File: config.mk
export PLATFORM = sky130hd
export DESIGN_NAME = jtag_tap_core
export DESIGN_NICKNAME = d
export VERILOG_FILES = /design/src/rtl/jtag_pkg.sv /design/src/rtl/jtag_tap_fsm.sv /design/src/rtl/jtag_tap_core.sv
export SDC_FILE = /design/constraint.sdc
export NUM_CORES = 1
export LEC_CHECK = 0
export CORE_ASPECT_RATIO = 1.2
export CORE_MARGIN = 2
export CORE_UTILIZATION = 50
export CTS_BUF_LIST = sky130_fd_sc_hd__clkbuf_16
export DETAILED_ROUTE_END_ITERATION = 10
export GPL_TIMING_DRIVEN = 0
export PLACE_DENSITY = 0.75
export SLEW_MARGIN = 20
export SYNTH_ARGS = -nofsm -noshare
export SYNTH_HDL_FRONTEND = slang
export SYNTH_HIERARCHICAL = 1
export SYNTH_SLANG_ARGS = --single-unit
File: constraint.sdc
create_clock -name TCK -period 1.45 [get_ports TCK]
set_input_delay 0.29 -clock TCK [delete_from_list [all_inputs] [get_ports TCK]]
set_output_delay 0.29 -clock TCK [all_outputs]
set_load 0.05 [all_outputs]
File: src/rtl/jtag_pkg.sv
// Shared TAP definitions: controller state encodings and default opcode constants.
package jtag_pkg;

  typedef enum logic [3:0] {
    StEx2Dr   = 4'h0,
    StEx1Dr   = 4'h1,
    StShDr    = 4'h2,
    StPauseDr = 4'h3,
    StSelIr   = 4'h4,
    StUpdDr   = 4'h5,
    StCapDr   = 4'h6,
    StSelDr   = 4'h7,
    StEx2Ir   = 4'h8,
    StEx1Ir   = 4'h9,
    StShIr    = 4'hA,
    StPauseIr = 4'hB,
    StRti     = 4'hC,
    StUpdIr   = 4'hD,
    StCapIr   = 4'hE,
    StTlr     = 4'hF
  } tap_state_e;

  localparam int unsigned IrWidthDefault  = 4;
  localparam int unsigned NumUserDefault  = 4;
  localparam int unsigned IdcodeWidth     = 32;
  localparam logic [31:0] IdcodeDefault   = 32'h0A5C_3001;
  localparam logic [3:0]  IrIdcodeDefault = 4'h1;
  localparam logic [3:0]  UserBaseDefault = 4'h8;

endpackage

File: src/rtl/jtag_tap_fsm.sv
// IEEE 1149.1 16-state TAP controller: state register and next-state logic only.
module jtag_tap_fsm
  import jtag_pkg::*;
(
  input  logic       tck_i,
  input  logic       trst_i,
  input  logic       tms_i,
  output tap_state_e state_o
);

  tap_state_e state_q, state_d;

  always_ff @(posedge tck_i or posedge trst_i) begin
    if (trst_i) begin
      state_q <= StTlr;
    end else begin
      state_q <= state_d;
    end
  end

  always_comb begin
    state_d = StTlr;
    case (state_q)
      StTlr:     state_d = tms_i ? StTlr     : StRti;
      StRti:     state_d = tms_i ? StSelDr   : StRti;
      StSelDr:   state_d = tms_i ? StSelIr   : StCapDr;
      StCapDr:   state_d = tms_i ? StEx1Dr   : StShDr;
      StShDr:    state_d = tms_i ? StEx1Dr   : StShDr;
      StEx1Dr:   state_d = tms_i ? StUpdDr   : StPauseDr;
      StPauseDr: state_d = tms_i ? StEx2Dr   : StPauseDr;
      StEx2Dr:   state_d = tms_i ? StUpdDr   : StShDr;
      StUpdDr:   state_d = tms_i ? StSelDr   : StRti;
      StSelIr:   state_d = tms_i ? StTlr     : StCapIr;
      StCapIr:   state_d = tms_i ? StEx1Ir   : StShIr;
      StShIr:    state_d = tms_i ? StEx1Ir   : StShIr;
      StEx1Ir:   state_d = tms_i ? StUpdIr   : StPauseIr;
      StPauseIr: state_d = tms_i ? StEx2Ir   : StPauseIr;
      StEx2Ir:   state_d = tms_i ? StUpdIr   : StShIr;
      StUpdIr:   state_d = tms_i ? StSelDr   : StRti;
      default:   state_d = StTlr;
    endcase
  end

  assign state_o = state_q;

endmodule

File: src/rtl/jtag_tap_core.sv
// JTAG TAP front end: controller, instruction register and decode, BYPASS/IDCODE registers,
// user register selects/strobes, and the negedge-registered TDO path.
module jtag_tap_core
  import jtag_pkg::*;
#(
  parameter int unsigned            IR_WIDTH     = IrWidthDefault,
  parameter logic [31:0]            IDCODE_VALUE = IdcodeDefault,
  parameter logic [IR_WIDTH-1:0]    IR_IDCODE    = IR_WIDTH'(IrIdcodeDefault),
  parameter logic [IR_WIDTH-1:0]    USER_BASE    = IR_WIDTH'(UserBaseDefault),
  parameter int unsigned            NUM_USER     = NumUserDefault
) (
  input  logic                TCK,
  input  logic                TRST,
  input  logic                TMS,
  input  logic                TDI,
  output logic                TDO,
  output logic                TDO_EN,
  input  logic [NUM_USER-1:0] user_tdo,
  output logic [NUM_USER-1:0] user_sel,
  output logic                capture_dr,
  output logic                shift_dr,
  output logic                update_dr,
  output logic                tap_rst,
  output logic [IR_WIDTH-1:0] ir_value,
  output logic [3:0]          tap_state
);

  // Opcode map sanity: IDCODE, the user range and the all-ones BYPASS code must not overlap.
  localparam int unsigned UserFirst = 32'(USER_BASE);
  localparam int unsigned UserLast  = UserFirst + NUM_USER - 1;
  localparam int unsigned IrAllOnes = (32'd1 << IR_WIDTH) - 1;
  localparam int unsigned IdcodeOp  = 32'(IR_IDCODE);

  if (IR_WIDTH < 2 || NUM_USER < 1 || !IDCODE_VALUE[0]) begin : g_bad_params
    $error("jtag_tap_core: illegal IR_WIDTH, NUM_USER or IDCODE_VALUE");
  end

  if ((IdcodeOp >= UserFirst && IdcodeOp <= UserLast) || UserLast >= IrAllOnes ||
      IdcodeOp == IrAllOnes) begin : g_opcode_collision
    $error("jtag_tap_core: opcode collision between IDCODE, user range and BYPASS");
  end

  tap_state_e state;

  jtag_tap_fsm u_fsm (
    .tck_i   (TCK),
    .trst_i  (TRST),
    .tms_i   (TMS),
    .state_o (state)
  );

  logic [IR_WIDTH-1:0]    ir_shift_q;
  logic [IR_WIDTH-1:0]    ir_q;
  logic                   bypass_q;
  logic [IdcodeWidth-1:0] idcode_q;
  logic                   tdo_q, tdo_en_q;
  logic                   tdo_d, tdo_en_d;
  logic                   idcode_sel, bypass_sel;
  logic [NUM_USER-1:0]    user_hit;

  // IR shift register: capture the mandatory 01 pattern, shift LSB-first.
  always_ff @(posedge TCK or posedge TRST) begin
    if (TRST) begin
      ir_shift_q <= '0;
    end else if (state == StCapIr) begin
      ir_shift_q <= IR_WIDTH'(1);
    end else if (state == StShIr) begin
      ir_shift_q <= {TDI, ir_shift_q[IR_WIDTH-1:1]};
    end
  end

  // Active IR changes on the falling edge so decode is stable for the next rising edge.
  always_ff @(negedge TCK or posedge TRST) begin
    if (TRST) begin
      ir_q <= IR_IDCODE;
    end else if (state == StTlr) begin
      ir_q <= IR_IDCODE;
    end else if (state == StUpdIr) begin
      ir_q <= ir_shift_q;
    end
  end

  always_comb begin
    user_hit = '0;
    for (int unsigned i = 0; i < NUM_USER; i++) begin
      if (ir_q == USER_BASE + IR_WIDTH'(i)) begin
        user_hit[i] = 1'b1;
      end
    end
  end

  assign idcode_sel = (ir_q == IR_IDCODE);
  assign bypass_sel = !idcode_sel && (user_hit == '0);

  always_ff @(posedge TCK or posedge TRST) begin
    if (TRST) begin
      bypass_q <= 1'b0;
    end else if (bypass_sel) begin
      if (state == StCapDr) begin
        bypass_q <= 1'b0;
      end else if (state == StShDr) begin
        bypass_q <= TDI;
      end
    end
  end

  always_ff @(posedge TCK or posedge TRST) begin
    if (TRST) begin
      idcode_q <= IDCODE_VALUE;
    end else if (idcode_sel) begin
      if (state == StCapDr) begin
        idcode_q <= IDCODE_VALUE;
      end else if (state == StShDr) begin
        idcode_q <= {TDI, idcode_q[IdcodeWidth-1:1]};
      end
    end
  end

  always_comb begin
    tdo_d    = 1'b0;
    tdo_en_d = 1'b0;
    case (state)
      StShIr: begin
        tdo_d    = ir_shift_q[0];
        tdo_en_d = 1'b1;
      end
      StShDr: begin
        tdo_en_d = 1'b1;
        if (idcode_sel) begin
          tdo_d = idcode_q[0];
        end else if (bypass_sel) begin
          tdo_d = bypass_q;
        end else begin
          tdo_d = |(user_hit & user_tdo);
        end
      end
      default: ;
    endcase
  end

  always_ff @(negedge TCK or posedge TRST) begin
    if (TRST) begin
      tdo_q    <= 1'b0;
      tdo_en_q <= 1'b0;
    end else begin
      tdo_q    <= tdo_d;
      tdo_en_q <= tdo_en_d;
    end
  end

  assign TDO        = tdo_q;
  assign TDO_EN     = tdo_en_q;
  assign user_sel   = user_hit;
  assign capture_dr = (state == StCapDr);
  assign shift_dr   = (state == StShDr);
  assign update_dr  = (state == StUpdDr);
  assign tap_rst    = (state == StTlr);
  assign ir_value   = ir_q;
  assign tap_state  = state;

endmodule

* After elaboration in Yosys (flattened, before gate mapping)
Index checks and enable logic that the tools add are counted.
** Word-level totals
- Register bits after elaboration :: 47
- Bits of input ports :: 8
- Output and inout port bits :: 18
- Logic and storage cells :: 71
** Cells by class
- Equality and inequality tests :: 20
- Muxes and demuxes :: 29
- Bitwise logic cells :: 1
- Reduce and logical (&&, ||, !) cells :: 14
** Operator list (number)
- $mux 32 :: 2
- $eq 4x4->1 const B :: 12
- $pmux 4 s12 :: 1
- $mux 4 :: 5
- $eq 4x3->1 const B :: 4
- $mux 2 :: 6
- $mux 3 :: 4
- $mux 1 :: 10
- $eq 4x1->1 const B :: 2
- $eq 4x2->1 const B :: 2
- $logic_not 4->1 :: 2
- $reduce_bool 2->1 :: 3
- $reduce_or 2->1 :: 3
- $and 4x4->4 :: 1
- $reduce_and 2->1 :: 2
- $reduce_or 4->1 :: 1
- $reduce_or 3->1 :: 1
- $pmux 1 s2 :: 1
- $logic_and 1x1->1 :: 1
- $logic_not 1->1 :: 1

* Depth between registers and ports, before layout
- Depth in word-level cells :: 7
- Gate-level depth with buffers :: 6
- Mapped depth without buffers :: 4

* Hierarchy
The synthesis kept the hierarchy.
** Modules (own cells, without submodules)
- jtag_tap_core :: times used 1, cells an instance 209, area an instance 2085.8 um^2, sequential area each 1088.5 um^2
- jtag_tap_fsm :: times used 1, cells an instance 20, area an instance 201.4 um^2, sequential area each 105.1 um^2

==> reports/metrics.cfg <==
[floorplanning]
rows=26
die-area_sq_um=5130
io_pins=26
coreArea_sq_um=4330
fp.dieW_um=65.7
start_util=0.529
die_h_um=78.1

[power_and_ir_drop]
clkPwrFrac=0.160
p_switching_mw=3.45
combPwrFrac=0.561
p_leak_nw=1.66
p_per_area_nw_per_um2=2200
switching_share=0.410
seqPwrFrac=0.278
internal-power_mw=4.95
irDropWorstVdd_mv=1.40

[hold_path]
hold_class=reg2reg

[global_route]
grt_max_degree=22
grtUsageTotal=0.272
antenna_found_initial=0
grt_pass1_wl_mm=10.5
grt_pass1_vias=2081
overflow=0

[job]
maxCapViolCount=0

[final_layout]
diodes=0
fillCellCount=151
drive_gt1_frac=0.590
fin_util=0.884
final_nets=322
area_growth_pct=67.2

[setup_path]
cpMostUsedCell=buf_6
crit_type=reg2out
cp_num_buf_inv=2
crit_family=flip-flops
worst_setup_path_end_kind=primary output
slowest_delay_ns=0.48
path_cells=buf_6 > nand2_2 > nor3b_4 > buf_6
crit_arrival_ns=2.15
path_max_fanout=5
slowest_stage=dfrtn_1
critPathRequiredTime_ns=1.16
start_kind=register

[place]
dp_slack_ns=-1.31
io_buffers=25
post-dp-hpwl_mm=2.87
finalWeightedCongestion=0.714

[sta]
layout_setup_ws_ns=-0.993
hold_slack_ns=0.482
finalSetupViolCount=60
tightest_slew_ns=0.558
finalMaxSlewViolations=0
slew_headroom=0.626
rsz0062_at_grt=true
hold_viol=0
tns_ns=-43.94
skew_ns=0.0887

[logic_synthesis]
synth_edf_count=0
netlist_area_sq_um=2290
synth_top_area_share=0.306
synth_most_common_cell=nand2_1
ys_async_sr_fraction=1.00
ys_ff_latch=47
synth_common_cells=nand2_1 (47), dfrtp_1 (28), nand2b_1 (20), o21ai_1 (20), nor2_1 (17)
ys_seq_area_frac=0.522
synth_flop_cell=dfrtp_1
synth_cell_types=43
yosysTopAreaCell=dfrtp_1
yosysWarnings=6
avgSynthCellArea_sq_um=9.99
syn_inst=229
syn-num-nets=237
synth.area.top_cells=dfrtp_1 (31%), dfstp_2 (16%), nand2_1 (7.7%)

[route]
drc=0
dr.pass1.iters=4
drt-total-wl_mm=7.73
vias_per_cell=5.59
dr_total_vias=2074
wl_per_cell_um=20.8
antenna_left=0
drtIter0Drc=141

[clocking]
cts_buffers=5
cts_tree=built
cts-root-buf=clkbuf_16
cts.sinks=47
worstSkewPairLatency_ns=0.37
clock_path_buffers=2
clkSlewWorstSetupHoldPaths_ns=0.06
h-tree-depth=2

[run_status]
status=complete, but fails checks
violations=setup timing

## logic make-up (layout without fill, tap and decap cells)
family / count (synthesis) / after routing / share of synthesized area
AO/OA/AOI/OAI: 50 / 50 / 0.142
buffers and inverters: 18 / 102 / 0.0607
flip-flops: 47 / 47 / 0.522
multiplexers: 3 / 3 / 0.0142
AND/OR/NAND/NOR: 111 / 113 / 0.261
## timing repair
| item | 4_1_cts | 5_1_grt |
|---|---|---|
| gates cloned | 9 | 0 |
| hold buffers | 0 | 0 |
| endpoints found under the setup margin | 63 | 58 |
| gates resized for setup | 172 | 56 |
| setup buffers | 33 | 11 |
| pin swaps | 14 | 11 |
## placed cells by master (no fill, tap or decap), drive strengths merged, types with 3 or more instances in the layout
cell,synthesis,routed
dfrtp,28,28
clkbuf,6,11
buf,6,73
nor2b,3,3
o21ai,41,41
nand2,51,53
nand2b,20,20
clkinvlp,0,3
dfstp,14,14
or2b,6,6
nor2,17,17
nor3,3,3
dfrtn,5,5
inv,6,6
clkdlybuf4s50,0,7
## power groups by stage
| stage | logic (mW) | clock network (mW) | registers (mW) |
|---|---|---|---|
| detailed placement | 2.64 | 0.00863 | 2.38 |
| floorplan | 1.68 | 0.00863 | 2.66 |
| CTS | 3.89 | 1.33 | 2.27 |
| global placement | 2.60 | 0.00863 | 2.36 |
| global route | 4.93 | 1.41 | 2.36 |
| finish | 4.72 | 1.35 | 2.34 |
## metrics by stage
stage / cell area [sq um] / cells / total power [mW]
after floorplan: 2460 / 229 / 4.36
after global placement: 2780 / 310 / 4.98
after detailed placement: 2780 / 310 / 5.03
after CTS: 3540 / 360 / 7.50
after global routing: 3820 / 371 / 8.70
final: 3820 / 371 / 8.40
## final timing paths
kind / startpoint / endpoint / slack, ns / cells past startpoint
worst max-delay path: ir_value[1] / user_sel[3] / -0.99 / 4
min in group asynchronous: TRST / idcode_q[26] / 0.63 / 2
worst max register to register: ir_value[0] / idcode_q[5] / -0.98 / 6
max in group asynchronous: TRST / TDO_EN / 0.05 / 3
worst min-delay path: idcode_q[18] / idcode_q[18] / 0.48 / 2
worst min register to register: idcode_q[18] / idcode_q[18] / 0.48 / 2
## tightest hold or removal path, stage by stage, from the launching register on
cell and delay (ns):
dfstp_2 0.36, nand2_1 0.07, o21ai_2 0.05
## per-layer routing
metal | wire [um] | share of wire | vias up | GRT usage
li1 | - | - | 937 | -
met1 | 2960 | 0.38 | 1047 | 0.342
met2 | 4170 | 0.54 | 74 | 0.456
met3 | 412 | 0.053 | 16 | 0.0387
met4 | 178 | 0.023 | 0 | 0.127
met5 | 0 | 0 | - | 0
## final cells by class
| class | instances | area (sq um) | area share |
|---|---|---|---|
| inverter | 5 | 22.5 | 0.00589 |
| clock buffer | 5 | 125 | 0.0327 |
| multi-input combinational | 166 | 1340 | 0.351 |
| timing repair buffer | 74 | 805 | 0.210 |
| sequential | 47 | 1210 | 0.316 |
| clock inverter | 4 | 46.3 | 0.0121 |
| tap | 56 | 70.1 | 0.0183 |
| timing repair inverter | 2 | 12.5 | 0.00327 |
| buffer | 12 | 194 | 0.0507 |
## sequential cells by signal, indices dropped and copies added, names as in the netlist
name           flops
bypass_q           1
idcode_q          32
u_fsm/state_o      4
TDO                1
TDO_EN             1
ir_shift_q         4
ir_value           4
No activity file was read; power rests on OpenSTA's default activity.
==> patch (config.mk and constraints unchanged) <==
Register the outputs `user_sel`, `capture_dr`, `shift_dr`, `update_dr` and `tap_state`, with the module's reset; this adds one clock of latency there. The other outputs are not delayed to match.
--- a/src/rtl/jtag_tap_core.sv
+++ b/src/rtl/jtag_tap_core.sv
@@ -151,11 +151,21 @@
   assign TDO        = tdo_q;
   assign TDO_EN     = tdo_en_q;
-  assign user_sel   = user_hit;
-  assign capture_dr = (state == StCapDr);
-  assign shift_dr   = (state == StShDr);
-  assign update_dr  = (state == StUpdDr);
   assign tap_rst    = (state == StTlr);
   assign ir_value   = ir_q;
-  assign tap_state  = state;
+  always_ff @(posedge TCK or posedge TRST) begin
+    if (TRST) begin
+      user_sel   <= '0;
+      capture_dr <= '0;
+      shift_dr   <= '0;
+      update_dr  <= '0;
+      tap_state  <= '0;
+    end else begin
+      user_sel   <= user_hit;
+      capture_dr <= (state == StCapDr);
+      shift_dr   <= (state == StShDr);
+      update_dr  <= (state == StUpdDr);
+      tap_state  <= state;
+    end
+  end
 
 endmodule
Check against the original RTL: not checked (the comparison handles one clock edge and no latches or derived clocks); the edit may change what the design does.
==> patch against the unedited design <==
The run still ends with setup timing left. Clock skew down 11 ps. Core utilization down 16 points. Final area down 7.7%. Total power down 3.7%. Worst setup slack worse by 24 ps. Routed wire length down 25%. Largest cell class is now sequential cells. Synthesized area up 8.3%. Sequential cell count up 11. Clock power up 47%.
==> patch: results (changes against the unedited design) <==
<table>
<tr><th>Metric</th><th>Value</th></tr>
<tr><th colspan="2">Logic synthesis</th></tr>
<tr><td>Post-synthesis net count</td><td>243 (+2.5%)</td></tr>
<tr><td>Mux share of post-synthesis cell area</td><td>0.909% (-0.51 points)</td></tr>
<tr><td>Compound-Gate Fraction of Synth Area</td><td>15.1% (+0.83 points)</td></tr>
<tr><td>Largest cells by area after synthesis</td><td>sky130_fd_sc_hd__dfrtp_1, sky130_fd_sc_hd__dfstp_2, sky130_fd_sc_hd__o21ai_2</td></tr>
<tr><td>Most common library cells after synthesis</td><td>sky130_fd_sc_hd__nand2_1, sky130_fd_sc_hd__dfrtp_1, sky130_fd_sc_hd__o21ai_2, sky130_fd_sc_hd__nor2_1</td></tr>
<tr><th colspan="2">Clocking</th></tr>
<tr><td>H-tree levels</td><td>3 (+1)</td></tr>
<tr><td>TritonCTS buffer count</td><td>9 (+4)</td></tr>
<tr><th colspan="2">Global route</th></tr>
<tr><td>First-pass GRT wire length</td><td>9170 um (-13%)</td></tr>
<tr><td>Number of global-route vias before repair</td><td>1906 (-8.4%)</td></tr>
<tr><td>Pin count of the biggest net entering global routing</td><td>30 (+36%)</td></tr>
<tr><td>Global router's overall resource usage</td><td>23.1% (-4.1 points)</td></tr>
<tr><th colspan="2">Worst setup path</th></tr>
<tr><td>Top fanout value on the critical path</td><td>10 (+5)</td></tr>
<tr><td>Endpoint of the most critical setup path</td><td>idcode_q[16]$_DFFE_PP0P_</td></tr>
<tr><th colspan="2">Outcome</th></tr>
<tr><td>Run status</td><td>finished with violations</td></tr>
<tr><td>Failing checks</td><td>setup timing</td></tr>
<tr><th colspan="2">Pwr</th></tr>
<tr><td>IR drop worst, VDD</td><td>1650 uV (+18%)</td></tr>
<tr><td>Static leakage</td><td>1.58 nW (-4.8%)</td></tr>
<tr><th colspan="2">STA</th></tr>
<tr><td>Final count of negative-setup-slack endpoints</td><td>50 (-17%)</td></tr>
<tr><td>Final Skew</td><td>77.5 ps (-11.2 ps)</td></tr>
<tr><td>Final WS setup</td><td>-1020 ps (-24.2 ps)</td></tr>
<tr><td>Max-Slew Margin vs Limit</td><td>57.2% (-5.3 points)</td></tr>
<tr><th colspan="2">Worst hold path</th></tr>
<tr><td>Worst hold path startpoint</td><td>idcode_q[19]$_DFFE_PP1P_</td></tr>
<tr><th colspan="2">Layout</th></tr>
<tr><td>Number of nets in the layout</td><td>310 (-3.7%)</td></tr>
<tr><th colspan="2">Placed design</th></tr>
<tr><td>DP HPWL</td><td>3110 um (+8.5%)</td></tr>
<tr><td>Global placer's final weighted congestion</td><td>0.787 (+10%)</td></tr>
<tr><th colspan="2">Routing</th></tr>
<tr><td>Vias</td><td>1968 (-5.1%)</td></tr>
</table>
==> patch: area by class of cell <==
| class | count | area [um2] |
|---|---|---|
| inverters | 5 | 22.5 |
| multi-input cells | 160 | 1010 |
| well taps | 60 | 75.1 |
| repair buffers | 55 | 529 |
| repair inverters | 1 | 5.00 |
| clock buffers | 9 | 225 |
| clock inverters | 8 | 57.6 |
| fillers | 318 | 1340 |
| plain buffers | 11 | 133 |
| flip-flops and latches | 58 | 1470 |
==> patch: metrics by stage <==
stage,cells,hold slack [ps]
after floorplan,235,245
after CTS,359,470
final,367,469
after global placement,320,451
after global routing,367,481
after detailed placement,321,457
==> patch: power breakdown <==
group          internal (mW)  leakage, nW  total [mW]  switching (mW)
combinational           1.56        0.684        3.54            1.98
sequential              2.22        0.742        2.57           0.346
clock                   1.29        0.153        1.98           0.687
==> patch: what timing repair did <==
action,in CTS,in global routing
gates resized for setup,87,31
pin swaps,8,7
gates cloned,1,0
endpoints found under the setup margin,69,58
setup buffers,21,11
==> patch: per-layer routing <==
layer  part of all wire, %  GRT usage (%)  vias up
met5                     0              0        -
met4                   2.8           12.4        0
met3                   3.6           5.82       13
met2                    55           36.9       47
met1                    39           28.3      992
li1                      -              -      916
==> patch: kinds of logic (layout without fill, tap and decap cells) <==
| family | count (synthesis) | count (layout) |
|---|---|---|
| simple gates | 108 | 108 |
| flops | 58 | 58 |
| compound gates | 51 | 51 |
| buf+inv | 17 | 89 |
| mux | 1 | 1 |
==> patch: critical path, cell delays in order (launching register included) <==
cell	delay, ps
sky130_fd_sc_hd__dfstp_4	630
sky130_fd_sc_hd__nand2b_4	60
sky130_fd_sc_hd__or4_4	410
sky130_fd_sc_hd__buf_6	160
sky130_fd_sc_hd__buf_6	140
sky130_fd_sc_hd__nand2_1	80
sky130_fd_sc_hd__o21ai_2	60
